## src/rtl/stack_seq_pkg.sv

```systemverilog
// stack_seq_pkg: shared definitions for the stack command sequencer.
//   - default DATA_WIDTH / DEPTH / POP_LATENCY constants
//   - command op encodings and the sequencer state enum
//   - cnt_width(): width of a counter that must hold values 0..n-1
package stack_seq_pkg;

    localparam int unsigned DEF_DATA_WIDTH  = 8;
    localparam int unsigned DEF_DEPTH       = 15;
    localparam int unsigned DEF_POP_LATENCY = 2;

    // Command opcodes carried on cmd_op
    typedef enum logic [1:0] {
        OP_PUSH = 2'b00,
        OP_POP  = 2'b01,
        OP_PEEK = 2'b10,
        OP_RSVD = 2'b11
    } op_e;

    // Sequencer states; REPUSH is only reachable when peek is built in
    typedef enum logic [1:0] {
        IDLE     = 2'b00,
        POP_WAIT = 2'b01,
        REPUSH   = 2'b10,
        RESP     = 2'b11
    } state_e;

    // Bits needed to count 0..n-1 (never less than one bit)
    function automatic int unsigned cnt_width(input int unsigned n);
        return (n < 2) ? 1 : $clog2(n);
    endfunction

endpackage

```

## src/rtl/stack_seq_level.sv

```systemverilog
// stack_seq_level: up/down occupancy counter for the LIFO stack.
//   clk, reset_n : clock, async active-low reset
//   inc, dec     : single-cycle count up / count down requests
//   level        : registered occupancy
//   full_c       : level == DEPTH (combinational from the register)
//   empty_c      : level == 0     (combinational from the register)
module stack_seq_level
    import stack_seq_pkg::*;
#(
    parameter int unsigned DEPTH   = DEF_DEPTH,
    parameter int unsigned LEVEL_W = $clog2(DEF_DEPTH + 1)
) (
    input  logic               clk,
    input  logic               reset_n,
    input  logic               inc,
    input  logic               dec,
    output logic [LEVEL_W-1:0] level,
    output logic               full_c,
    output logic               empty_c
);

    logic [LEVEL_W-1:0] level_q;
    logic [LEVEL_W-1:0] level_d;

    // Next occupancy; simultaneous inc and dec cancel out
    always_comb begin
        level_d = level_q;
        if (inc && !dec) begin
            level_d = level_q + LEVEL_W'(1);
        end else if (dec && !inc) begin
            level_d = level_q - LEVEL_W'(1);
        end
    end

    // Occupancy register
    always_ff @(posedge clk or negedge reset_n) begin
        if (!reset_n) begin
            level_q <= '0;
        end else begin
            level_q <= level_d;
        end
    end

    assign level   = level_q;
    assign full_c  = (level_q == LEVEL_W'(DEPTH));
    assign empty_c = (level_q == '0);

endmodule

```

## src/rtl/stack_sequencer.sv

```systemverilog
// stack_sequencer: command front-end for the LIFO stack.
// Accepts push/pop/peek commands over cmd valid/ready, drives one-cycle
// stack strobes, rejects overflow/underflow up front, waits out the stack
// read latency and returns one response per command over rsp valid/ready.
//
// Build option: define STACK_SEQ_PEEK_EN to enable op 10 (peek = pop then
// re-push of the same byte). Without it op 10 is rejected like op 11.
//
// Ports:
//   clk, reset_n          : clock, async active-low reset (shared with stack)
//   cmd_valid/cmd_ready   : command handshake; cmd_op 00 push 01 pop 10 peek
//   cmd_op, cmd_data      : opcode and push payload
//   rsp_valid/rsp_ready   : response handshake
//   rsp_data, rsp_err     : popped/peeked/echoed byte (0 on error), reject flag
//   stk_push, stk_pop     : one-cycle strobes to the stack
//   stk_data              : push data, valid with stk_push
//   stk_rdata             : stack read data, POP_LATENCY after pop sample
//   level                 : current occupancy
module stack_sequencer
    import stack_seq_pkg::*;
#(
    parameter int unsigned DATA_WIDTH  = DEF_DATA_WIDTH,
    parameter int unsigned DEPTH       = DEF_DEPTH,
    parameter int unsigned POP_LATENCY = DEF_POP_LATENCY
) (
    input  logic                         clk,
    input  logic                         reset_n,
    input  logic                         cmd_valid,
    output logic                         cmd_ready,
    input  logic [1:0]                   cmd_op,
    input  logic [DATA_WIDTH-1:0]        cmd_data,
    output logic                         rsp_valid,
    input  logic                         rsp_ready,
    output logic [DATA_WIDTH-1:0]        rsp_data,
    output logic                         rsp_err,
    output logic                         stk_push,
    output logic                         stk_pop,
    output logic [DATA_WIDTH-1:0]        stk_data,
    input  logic [DATA_WIDTH-1:0]        stk_rdata,
    output logic [$clog2(DEPTH+1)-1:0]   level
);

    localparam int unsigned LEVEL_W = $clog2(DEPTH + 1);
    // Counter spans the POP_LATENCY+1 cycles spent in POP_WAIT
    localparam int unsigned CNT_W   = cnt_width(POP_LATENCY + 1);

    state_e                 state_q,     state_d;
    logic [CNT_W-1:0]       cnt_q,       cnt_d;
    logic                   cmd_ready_q, cmd_ready_d;
    logic                   rsp_valid_q, rsp_valid_d;
    logic [DATA_WIDTH-1:0]  rsp_data_q,  rsp_data_d;
    logic                   rsp_err_q,   rsp_err_d;
    logic                   stk_push_q,  stk_push_d;
    logic                   stk_pop_q,   stk_pop_d;
    logic [DATA_WIDTH-1:0]  stk_data_q,  stk_data_d;
`ifdef STACK_SEQ_PEEK_EN
    logic                   peek_q,      peek_d;
`endif

    logic                   lvl_inc_c;
    logic                   lvl_dec_c;
    logic                   full_c;
    logic                   empty_c;
    logic                   reject_c;

    // Occupancy tracking; only moves on the accept edge
    stack_seq_level #(
        .DEPTH   (DEPTH),
        .LEVEL_W (LEVEL_W)
    ) u_level (
        .clk     (clk),
        .reset_n (reset_n),
        .inc     (lvl_inc_c),
        .dec     (lvl_dec_c),
        .level   (level),
        .full_c  (full_c),
        .empty_c (empty_c)
    );

    // Next-state and registered-output logic
    always_comb begin
        state_d     = state_q;
        cnt_d       = cnt_q;
        rsp_valid_d = rsp_valid_q;
        rsp_data_d  = rsp_data_q;
        rsp_err_d   = rsp_err_q;
        stk_push_d  = 1'b0;
        stk_pop_d   = 1'b0;
        stk_data_d  = stk_data_q;
        lvl_inc_c   = 1'b0;
        lvl_dec_c   = 1'b0;
        reject_c    = 1'b0;
`ifdef STACK_SEQ_PEEK_EN
        peek_d      = peek_q;
`endif

        case (state_q)
            IDLE: begin
                if (cmd_valid && cmd_ready_q) begin
                    case (cmd_op)
                        OP_PUSH: begin
                            if (full_c) begin
                                reject_c = 1'b1;
                            end else begin
                                stk_push_d  = 1'b1;
                                stk_data_d  = cmd_data;
                                lvl_inc_c   = 1'b1;
                                rsp_data_d  = cmd_data;
                                rsp_err_d   = 1'b0;
                                rsp_valid_d = 1'b1;
                                state_d     = RESP;
                            end
                        end
                        OP_POP: begin
                            if (empty_c) begin
                                reject_c = 1'b1;
                            end else begin
                                stk_pop_d = 1'b1;
                                lvl_dec_c = 1'b1;
                                cnt_d     = '0;
                                state_d   = POP_WAIT;
`ifdef STACK_SEQ_PEEK_EN
                                peek_d    = 1'b0;
`endif
                            end
                        end
`ifdef STACK_SEQ_PEEK_EN
                        // Peek pops without touching level; the byte is
                        // pushed back after capture so net occupancy is 0
                        OP_PEEK: begin
                            if (empty_c) begin
                                reject_c = 1'b1;
                            end else begin
                                stk_pop_d = 1'b1;
                                cnt_d     = '0;
                                peek_d    = 1'b1;
                                state_d   = POP_WAIT;
                            end
                        end
`endif
                        default: begin
                            reject_c = 1'b1;
                        end
                    endcase
                end
            end

            // Wait until stk_rdata is valid, then capture it
            POP_WAIT: begin
                if (cnt_q == CNT_W'(POP_LATENCY)) begin
                    rsp_data_d  = stk_rdata;
                    rsp_err_d   = 1'b0;
                    rsp_valid_d = 1'b1;
`ifdef STACK_SEQ_PEEK_EN
                    if (peek_q) begin
                        stk_push_d = 1'b1;
                        stk_data_d = stk_rdata;
                        state_d    = REPUSH;
                    end else begin
                        state_d    = RESP;
                    end
`else
                    state_d     = RESP;
`endif
                end else begin
                    cnt_d = cnt_q + CNT_W'(1);
                end
            end

`ifdef STACK_SEQ_PEEK_EN
            // Re-push cycle; the response is already valid here
            REPUSH: begin
                if (rsp_ready) begin
                    rsp_valid_d = 1'b0;
                    state_d     = IDLE;
                end else begin
                    state_d     = RESP;
                end
            end
`endif

            RESP: begin
                if (rsp_ready) begin
                    rsp_valid_d = 1'b0;
                    state_d     = IDLE;
                end
            end

            default: begin
                state_d = IDLE;
            end
        endcase

        // Rejected command: no strobe, level untouched, error response
        if (reject_c) begin
            rsp_valid_d = 1'b1;
            rsp_err_d   = 1'b1;
            rsp_data_d  = '0;
            state_d     = RESP;
        end

        cmd_ready_d = (state_d == IDLE);
    end

    // State and output registers
    always_ff @(posedge clk or negedge reset_n) begin
        if (!reset_n) begin
            state_q     <= IDLE;
            cnt_q       <= '0;
            cmd_ready_q <= 1'b0;
            rsp_valid_q <= 1'b0;
            rsp_data_q  <= '0;
            rsp_err_q   <= 1'b0;
            stk_push_q  <= 1'b0;
            stk_pop_q   <= 1'b0;
            stk_data_q  <= '0;
`ifdef STACK_SEQ_PEEK_EN
            peek_q      <= 1'b0;
`endif
        end else begin
            state_q     <= state_d;
            cnt_q       <= cnt_d;
            cmd_ready_q <= cmd_ready_d;
            rsp_valid_q <= rsp_valid_d;
            rsp_data_q  <= rsp_data_d;
            rsp_err_q   <= rsp_err_d;
            stk_push_q  <= stk_push_d;
            stk_pop_q   <= stk_pop_d;
            stk_data_q  <= stk_data_d;
`ifdef STACK_SEQ_PEEK_EN
            peek_q      <= peek_d;
`endif
        end
    end

    assign cmd_ready = cmd_ready_q;
    assign rsp_valid = rsp_valid_q;
    assign rsp_data  = rsp_data_q;
    assign rsp_err   = rsp_err_q;
    assign stk_push  = stk_push_q;
    assign stk_pop   = stk_pop_q;
    assign stk_data  = stk_data_q;

endmodule

```

## config.mk

```make
export PLATFORM = sky130hd
export DESIGN_NAME = stack_sequencer
export DESIGN_NICKNAME = d
export VERILOG_FILES = /design/src/rtl/stack_seq_pkg.sv /design/src/rtl/stack_seq_level.sv /design/src/rtl/stack_sequencer.sv
export SDC_FILE = /design/constraint.sdc
export NUM_CORES = 1
export LEC_CHECK = 0
export CAP_MARGIN = 15
export CORE_ASPECT_RATIO = 0.75
export CORE_UTILIZATION = 35
export CTS_CLUSTER_SIZE = 10
export DETAILED_ROUTE_END_ITERATION = 8
export PLACE_DENSITY = 0.72
export SLEW_MARGIN = 0
export SYNTH_ARGS = -nofsm -noshare
export SYNTH_HDL_FRONTEND = slang
export SYNTH_HIERARCHICAL = 1
export SYNTH_SLANG_ARGS = --single-unit
export TNS_END_PERCENT = 10
```

## constraint.sdc

```tcl
create_clock -name clk -period 5.2 [get_ports clk]
set_input_delay 1.04 -clock clk [delete_from_list [all_inputs] [get_ports clk]]
set_output_delay 1.04 -clock clk [all_outputs]
set_load 0.05 [all_outputs]
```

== Word level (Yosys, flattened, before mapping) ==
Index checks and enable logic that the tools add are counted.
Cells by class
  $add $sub $neg: 3
  multiply operators: 0
  divide/modulo/power cells: 0
  $lt $le $gt $ge: 0
  equality and inequality tests: 14
  shift operators: 0
  muxes and demuxes: 47
  bitwise logic cells: 1
  reduce and logical (&&, ||, !) cells: 17
Operator list (count)
  $mux W8: 5
  $mux W1: 23
  $mux W2: 10
  $pmux W8 S2: 1
  $ne A3 B3 Y1 const B: 4
  $reduce_and A5 Y1: 2
  $mux W4: 2
  $pmux W2 S2: 2
  $logic_not A2 Y1: 3
  $ne A2 B2 Y1 const B: 3
  $pmux W2 S3: 1
  $reduce_and A6 Y1: 1
  $add A4 B1 Y4 const B: 1
  $eq A2 B1 Y1 const B: 2
  $eq A2 B2 Y1 const B: 2
  $eq A4 B4 Y1 const B: 1
  $logic_not A4 Y1: 1
  $pmux W1 S2: 2
  $reduce_and A4 Y1: 1
  $reduce_bool A2 Y1: 2
  $reduce_bool A4 Y1: 1
  $sub A4 B1 Y4 const B: 1
  $logic_and A1 B1 Y1: 3
  $ne A3 B2 Y1 const B: 1
  6 further kinds: 7
Word-level totals
  flip-flop bits (word level): 29
  latch bits: 0
  memory bits (writable): 0
  ROM bits: 0
  input bits: 22
  logic and storage cells: 92
  memories: 0

== Logic depth before layout (Yosys ltp) ==
Gate-level depths: netlist of run 1.
  depth after elaboration: 9
  gate-level depth with buffers: 11
  gate-level depth less buffers: 10

== By module ==
The synthesis of run 1 kept the hierarchy.
Modules (own cells, without submodules)
  stack_sequencer: instances 1, cells an instance 79, area an instance 1113.6 um^2, seq. area each 625.6 um^2
  stack_seq_level: instances 1, cells an instance 31, area an instance 322.8 um^2, seq. area each 100.1 um^2

== Least setup slack after synthesis of run 1 ==
OpenSTA, ideal clock, no wires.
  kind: input to register
  start: in cmd_op[1]
  end: reg u_level.level_q[3] (netlist: u_level/level[3])
  library setup time: 0.129 ns
  data arrival time: 3.014 ns
  required time: 5.071 ns
  setup slack: 2.058 ns
  cell stages on the path: 10
  path buffers: 1
  cells stage by stage: or3b_1 buf_2 nor2_1 inv_1 ha_1 inv_1 ha_1 or4_4 o211ai_2 o211ai_2
Between the ends
  longest elaborated chain between the ends: 7
RTL lines
  start, declared: line stack_sequencer.sv:30  | input logic [1:0] cmd_op,
  $eq A2 B1 Y1 *: line stack_sequencer.sv:100  | case (cmd_op)
  $mux W1 *: line stack_sequencer.sv:100
  $mux W1 *: line stack_sequencer.sv:99  | if (cmd_valid && cmd_ready_q) begin
  $mux W1 *: line stack_sequencer.sv:97  | case (state_q)
  named net lvl_dec_c: line stack_sequencer.sv:61  | logic lvl_dec_c;
  $logic_not A1 Y1: line stack_seq_level.sv:28  | if (inc && !dec) begin
  $logic_and A1 B1 Y1: line stack_seq_level.sv:28
  $mux W4 / $reduce_bool A2 Y1 (equally long branches)
  end signal, assigned: line stack_seq_level.sv:40  | level_q <= level_d;
  end, declared: line stack_seq_level.sv:22  | logic [LEVEL_W-1:0] level_q;
Mark *: on every way through the listed nets, which the timed path passes. The rest lies on a longest branch.
A chain may end at the register's enable or synchronous reset.

== Worst setup path after layout of run 1 ==
  start: in cmd_op[0]
  end: reg u_level.level_q[3] (netlist: u_level/level[3])
The elaborated chain is that of the path after synthesis.

==> flow_summary_export.csv, run 1 <==
group,metric,value,unit
worst_setup_path,crit_chain,"clkdlybuf4s50_1 > or3b_1 > nor2_1 > inv_1 > ha_1 > inv_1 > ha_1 > or4_4 > o211ai_2 > o211ai_2",
worst_setup_path,startpoint_type,"primary input",
cells_and_area,n_antenna_cell,0,
yosys,synth_edf_count,0,
yosys,synth_compound_area_share,14.02,%
outcome,status,"complete, no violations",
clock_network,clock_sinks,29,
cells_and_area,multi_input_area,661.9,um^2
yosys,synth_top_family_by_area,"multiplexers",
routing,drcViolationCount,0,
sta,min_period,3531,ps
clock_network,clockBufferDepth,2,
global_routing,track_usage,17.42,%
sta,finalCritPeriodShare,67.91,%
cells_and_area,nets,189,
worst_setup_path,crit_arrival,3680,ps
cells_and_area,layout_commonest_cell,"clkdlybuf4s50_1",
die,initial_core_util,38.00,%
die,dieArea,0.004367,mm^2
yosys,yosysSeqAreaShare,50.52,%
die,die_height,57.48,um
yosys,synth_fa_ha_area_share,4.878,%
worst_setup_path,required,5350,ps
routing,initialDrtViolationCount,47,
clock_network,cts_buffers,5,
sta,rsz0062_at_grt,"false",
sta,finalClockSkew,8.100,ps
die,io_pins,47,
cells_and_area,layout-drive-gt1-share,16.56,%
routing,num_vias,1094,
yosys,avgSynthCellArea,13.06,um^2
sta,finalSetupViolations,0,
routing,wl_per_cell,15.50,um
clock_network,post_cts_buffers,0,
place,port_buffers,46,
sta,finalSetupTns,0,ps
clock_network,cts_tree,"yes",
yosys,synth-seq-cells,29,
pwr,powerDensity,688.0,mW/mm^2
clock_network,clk_pin_slew,70,ps
sta,drv_slew,0,
sta,tightest_slew,695.4,ps
clock_network,cts_resized,0,
cells_and_area,utilization,54.09,%
global_routing,grt_pass1_vias,1164,
sta,slew_headroom,53.55,%
yosys,synthesis.nets,137,
pwr,peakVddDrop,0.3388,mV
cells_and_area,syn_to_final_growth,42.33,%
global_routing,grt_overflow_total,0,
worst_setup_path,cpMaxStageDelayCell,"or4_4",
place,dp_hpwl,2.483,mm
cells_and_area,register_area,725.7,um^2
clock_network,h-tree-depth,2,
routing,via_per_inst,5.088,
worst_setup_path,max_stage_delay,510,ps
yosys,synth-simple-area-share,9.843,%
yosys,ys_warn_count,6,
sta,fmax,283.2,MHz
worst_hold_path,hp-class,"flip-flop to flip-flop",
clock_network,insertion_delay,280,ps
worst_setup_path,worstSetupEndpointType,"flip-flop",
clock_network,cts-root-buf,"clkbuf_8",
yosys,synthMuxAreaShare,16.11,%
clock_network,holdBufCountCts,0,
pwr,leakagePower,0.9071,nW
sta,hold_violations,0,
routing,dr.pass1.iters,3,
routing,wirelength,3.333,mm
worst_setup_path,worstPathMaxFanout,6,
yosys,syn_area,0.001436,mm^2
yosys,synth_top_flop_cell,"dfrtp_1",
place,globalplace.congestion,0.7666,
die,core-area,0.003780,mm^2
global_routing,grt_max_degree,30,
yosys,ys_types,38,
routing,ant_nets,0,
die,rows,19,
global_routing,antenna_found_initial,0,
worst_setup_path,worstSetupPathType,"primary input to flip-flop",
cells_and_area,fill_cells,324,
global_routing,grt_pass1_wl,5.789,mm
flow_run,maxCapViolCount,0,
yosys,syn_inst,110,
yosys,synthXorXnorAreaFrac,1.220,%
yosys,async_flop_share,100.0,%
cells_and_area,layout_common_cells,"clkdlybuf4s50_1 (46), dfrtp_1 (29), mux2i_1 (10)",
die,die_x,75.97,um
-- layout make-up --
type	count	share of cell area [%]
clock inverter	2	0.4896
inverter	7	1.285
timing repair buffer	49	23.62
clock buffer	6	3.550
multi-input combinational	70	32.37
sequential	29	35.50
tap	52	3.182
-- cell families (layout without fill, tap and decap cells) --
group	after synthesis	count (layout)
adder cells (fa/ha/maj)	5	5
AO/OA/AOI/OAI	23	23
AND/OR/NAND/NOR	21	21
XOR/XNOR	2	2
buffers and inverters	11	64
flip-flops	29	29
multiplexers	19	19
-- routing by layer --
metal	global-route usage [%]	part of all wire (%)
met1	23.00	49
met2	27.01	44
met3	5.280	5.2
met4	7.143	1.8
met5	0	0
-- critical path, delay by kind of cell --
| family | cells | cell delay (ps) |
|---|---|---|
| simple gates | 3 | 1210 |
| buf+inv | 3 | 700 |
| fa+ha+maj | 2 | 550 |
| compound gates | 2 | 190 |
-- cells in the mapped netlist, types with 2 or more instances --
master,count,area share (%)
nor2b_1,2,0.87
mux2i_1,10,7.0
dfrtp_1,29,51
inv_1,5,1.3
xnor2_1,2,1.2
buf_2,2,0.70
nor3_1,2,0.70
o211ai_2,2,1.7
or3b_1,2,1.2
o2bb2ai_1,8,4.9
mux2_4,8,8.4
a21oi_1,4,1.4
nand3_1,2,0.70
inv_2,2,0.52
nand2_1,4,1.0
ha_1,4,3.5
-- state kept, by name, indices dropped and copies added (netlist names) --
name,count
u_level/level,4
cnt_q,2
stk_data,8
rsp_data,8
rsp_valid,1
stk_pop,1
cmd_ready,1
rsp_err,1
stk_push,1
state_q,2
-- where the power goes --
| part | switching, mW | total (mW) | internal (mW) |
|---|---|---|---|
| Combinational | 0.495 | 0.822 | 0.327 |
| Sequential | 0.0853 | 0.410 | 0.325 |
| Clock | 0.0818 | 0.174 | 0.0924 |
-- stage by stage --
stage / worst slack [ps] / total power [mW] / cells / cell area (um^2) / hold WS, ps
after global placement: 1485 / 1.219 / 207 / 1962 / 463.7
after global routing: 1502 / 1.487 / 215 / 2044 / 512.2
final: 1669 / 1.407 / 215 / 2044 / 486.1
after floorplan: 2058 / 0.9681 / 110 / 1436 / 446.9
after detailed placement: 1400 / 1.238 / 207 / 1962 / 477.8
after CTS: 1689 / 1.418 / 215 / 2044 / 487.9
-- final timing paths --
kind	to	depth (start not counted)	slack, ps	start
max	u_level/level[3]$_DFFE_PN0P_	10	1670	cmd_op[0]
max reg2reg	u_level/level[3]$_DFFE_PN0P_	10	2290	u_level/level[1]$_DFFE_PN0P_
max in group asynchronous	stk_data[0]$_DFFE_PN0P_	2	3780	reset_n
min	cnt_q[0]$_DFFE_PN0P_	1	490	cnt_q[0]$_DFFE_PN0P_
min reg2reg	cnt_q[0]$_DFFE_PN0P_	1	490	cnt_q[0]$_DFFE_PN0P_
min in group asynchronous	stk_pop$_DFF_PN0_	2	1140	reset_n
(Power assumes the default switching activity.)
==> run 2, diff against run 1 <==
PLACE_DENSITY = 0.74   (was 0.72)
clock period = 2.9 ns   (was 5.2 ns; I/O delays follow)
==> flow_summary_export.csv, run 2 (synthesis gave the netlist of run 1 again) <==
group,metric,value,unit
pwr,p_sw_share,46.31,%
worst_setup_path,max_stage_delay,480,ps
routing,wirelength,3.399,mm
cells_and_area,syn_to_final_growth,47.21,%
outcome,status,"complete, no violations",
sta,hold_violations,0,
pwr,pwr-share-seq,29.1,%
pwr,combPwrFrac,58.0,%
clock_network,cts_resized,0,
die,initial_core_util,38.00,%
routing,dr.pass1.iters,4,
die,dieArea,0.004367,mm^2
clock_network,cts_tree,"yes",
sta,finalCritPeriodShare,94.08,%
sta,finalClockSkew,4.132,ps
cells_and_area,layout_commonest_cell,"clkdlybuf4s50_1",
die,die_height,57.48,um
pwr,leakagePower,0.9434,nW
global_routing,track_usage,17.38,%
cells_and_area,layout_common_cells,"clkdlybuf4s50_1 (46), dfrtp_1 (28), buf_4 (11)",
clock_network,h-tree-depth,2,
die,rows,19,
worst_setup_path,crit_arrival,2890,ps
routing,num_vias,1122,
cells_and_area,n_antenna_cell,0,
global_routing,grt_pass1_vias,1168,
sta,fmax,366.5,MHz
clock_network,cts_buffers,5,
worst_setup_path,worstSetupPathType,"primary input to flip-flop",
cells_and_area,nets,197,
place,dpl-instance-area,0.002028,mm^2
sta,fin_ws,171.6,ps
worst_setup_path,startpoint_type,"primary input",
clock_network,insertion_delay,280,ps
place,pre_cts_slack,-66.32,ps
place,dp_hpwl,2.554,mm
global_routing,grt_max_degree,30,
die,io_pins,47,
pwr,power.share.clock,12.9,%
clock_network,clk_pin_slew,60,ps
worst_setup_path,cpMaxStageDelayCell,"clkdlybuf4s50_1",
sta,drv_slew,0,
die,die_x,75.97,um
pwr,peakVddDrop,0.5261,mV
global_routing,grt_overflow_total,0,
sta,tightest_slew,510.3,ps
pwr,powerDensity,1209,mW/mm^2
sta,finalSetupViolations,0,
worst_hold_path,hp-class,"flip-flop to flip-flop",
cells_and_area,fill_cells,319,
clock_network,post_cts_buffers,0,
routing,initialDrtViolationCount,46,
worst_setup_path,cp.depth,12,
pwr,p_int,1.373,mW
worst_setup_path,crit_chain,"clkdlybuf4s50_1 > nor4bb_1 > buf_4 > nand2_4 > inv_2 > ha_1 > inv_1 > buf_4 > ha_1 > a21oi_1 > mux2i_1 > o211ai_2",
worst_setup_path,worstReg2RegEnd,"u_level/level[3]$_DFFE_PN0P_",
sta,rsz0062_at_grt,"false",
routing,drcViolationCount,0,
flow_run,maxCapViolCount,0,
pwr,p_sw,1.184,mW
worst_setup_path,ff2ff_path_depth,11,
sta,min_period,2728,ps
die,core-area,0.003780,mm^2
sta,slew_headroom,65.87,%
clock_network,holdBufCountCts,0,
worst_setup_path,worstPathMaxFanout,6,
global_routing,grt_pass1_wl,5.754,mm
cells_and_area,layout-drive-gt1-share,21.18,%
clock_network,cts-root-buf,"clkbuf_8",
routing,ant_nets,0,
routing,wl_per_cell,15.31,um
routing,via_per_inst,5.054,
worst_setup_path,crit_path_end,"u_level/level[3]$_DFFE_PN0P_",
clock_network,clock_sinks,29,
worst_setup_path,required,3060,ps
worst_setup_path,critical-path-top-delay-family,"buffers and inverters",
global_routing,antenna_found_initial,0,
worst_setup_path,rr_startpoint,"state_q[1]$_DFF_PN0_",
place,globalplace.congestion,0.8318,
place,port_buffers,46,
cells_and_area,design_area,0.002115,mm^2
worst_setup_path,worstSetupEndpointType,"flip-flop",
worst_setup_path,critPathBufInv,5,
clock_network,clockBufferDepth,2,
worst_setup_path,r2r_setup_slack,420,ps
worst_setup_path,startpoint,"cmd_valid",
## run 2: per-layer routing
layer | part of all wire (%) | wire (um) | track usage (%)
met1 | 46 | 1579 | 21.65
met3 | 5.1 | 172 | 5.120
met4 | 2.3 | 78 | 9.066
met5 | 0 | 0 | 0
met2 | 46 | 1568 | 27.79
## run 2: how the worst min path moves through the flow
| stage | startpoint | endpoint | slack [ps] | depth (start not counted) |
|---|---|---|---|---|
| after detailed placement | cnt_q[0]$_DFFE_PN0P_ | cnt_q[0]$_DFFE_PN0P_ | 480 | 1 |
| final | cnt_q[0]$_DFFE_PN0P_ | cnt_q[0]$_DFFE_PN0P_ | 490 | 1 |
| after CTS | cnt_q[0]$_DFFE_PN0P_ | cnt_q[0]$_DFFE_PN0P_ | 490 | 1 |
| after global routing | cnt_q[0]$_DFFE_PN0P_ | cnt_q[0]$_DFFE_PN0P_ | 520 | 1 |
| after global placement | cnt_q[0]$_DFFE_PN0P_ | cnt_q[0]$_DFFE_PN0P_ | 460 | 1 |
| after floorplan | reset_n | cmd_ready$_DFF_PN0_ | 280 | 0 |
## run 2: per-stage QoR
step / power, mW / util [%] / hold WS, ps / TNS, ps / std cells
after floorplan: 1.738 / - / 284.4 / 0 / 110
final: 2.557 / 55.94 / 487.8 / 0 / 222
after CTS: 2.577 / 55.94 / 491.2 / 0 / 222
after global placement: 2.195 / 53.66 / 460.7 / 0 / 215
after global routing: 2.701 / 55.94 / 519.0 / 0 / 222
after detailed placement: 2.240 / 53.66 / 480.9 / -66.32 / 215
## run 2: final cells by class
type	count	area [um^2]	area share (%)
Multi-Input combinational cell	70	666.9	31.54
Inverter	7	26.28	1.243
Tap cell	52	65.06	3.077
Sequential cell	29	726.9	34.38
Clock buffer	7	86.33	4.083
Timing Repair Buffer	57	543.0	25.68
## run 2: power groups by stage
stage	combinational [mW]	clock (mW)	sequential, mW
2_1_floorplan	0.509	0	1.23
5_1_grt	1.57	0.360	0.772
3_5_place_dp	1.49	0	0.748
6_report	1.48	0.330	0.744
3_3_place_gp	1.46	0	0.734
4_1_cts	1.49	0.337	0.747
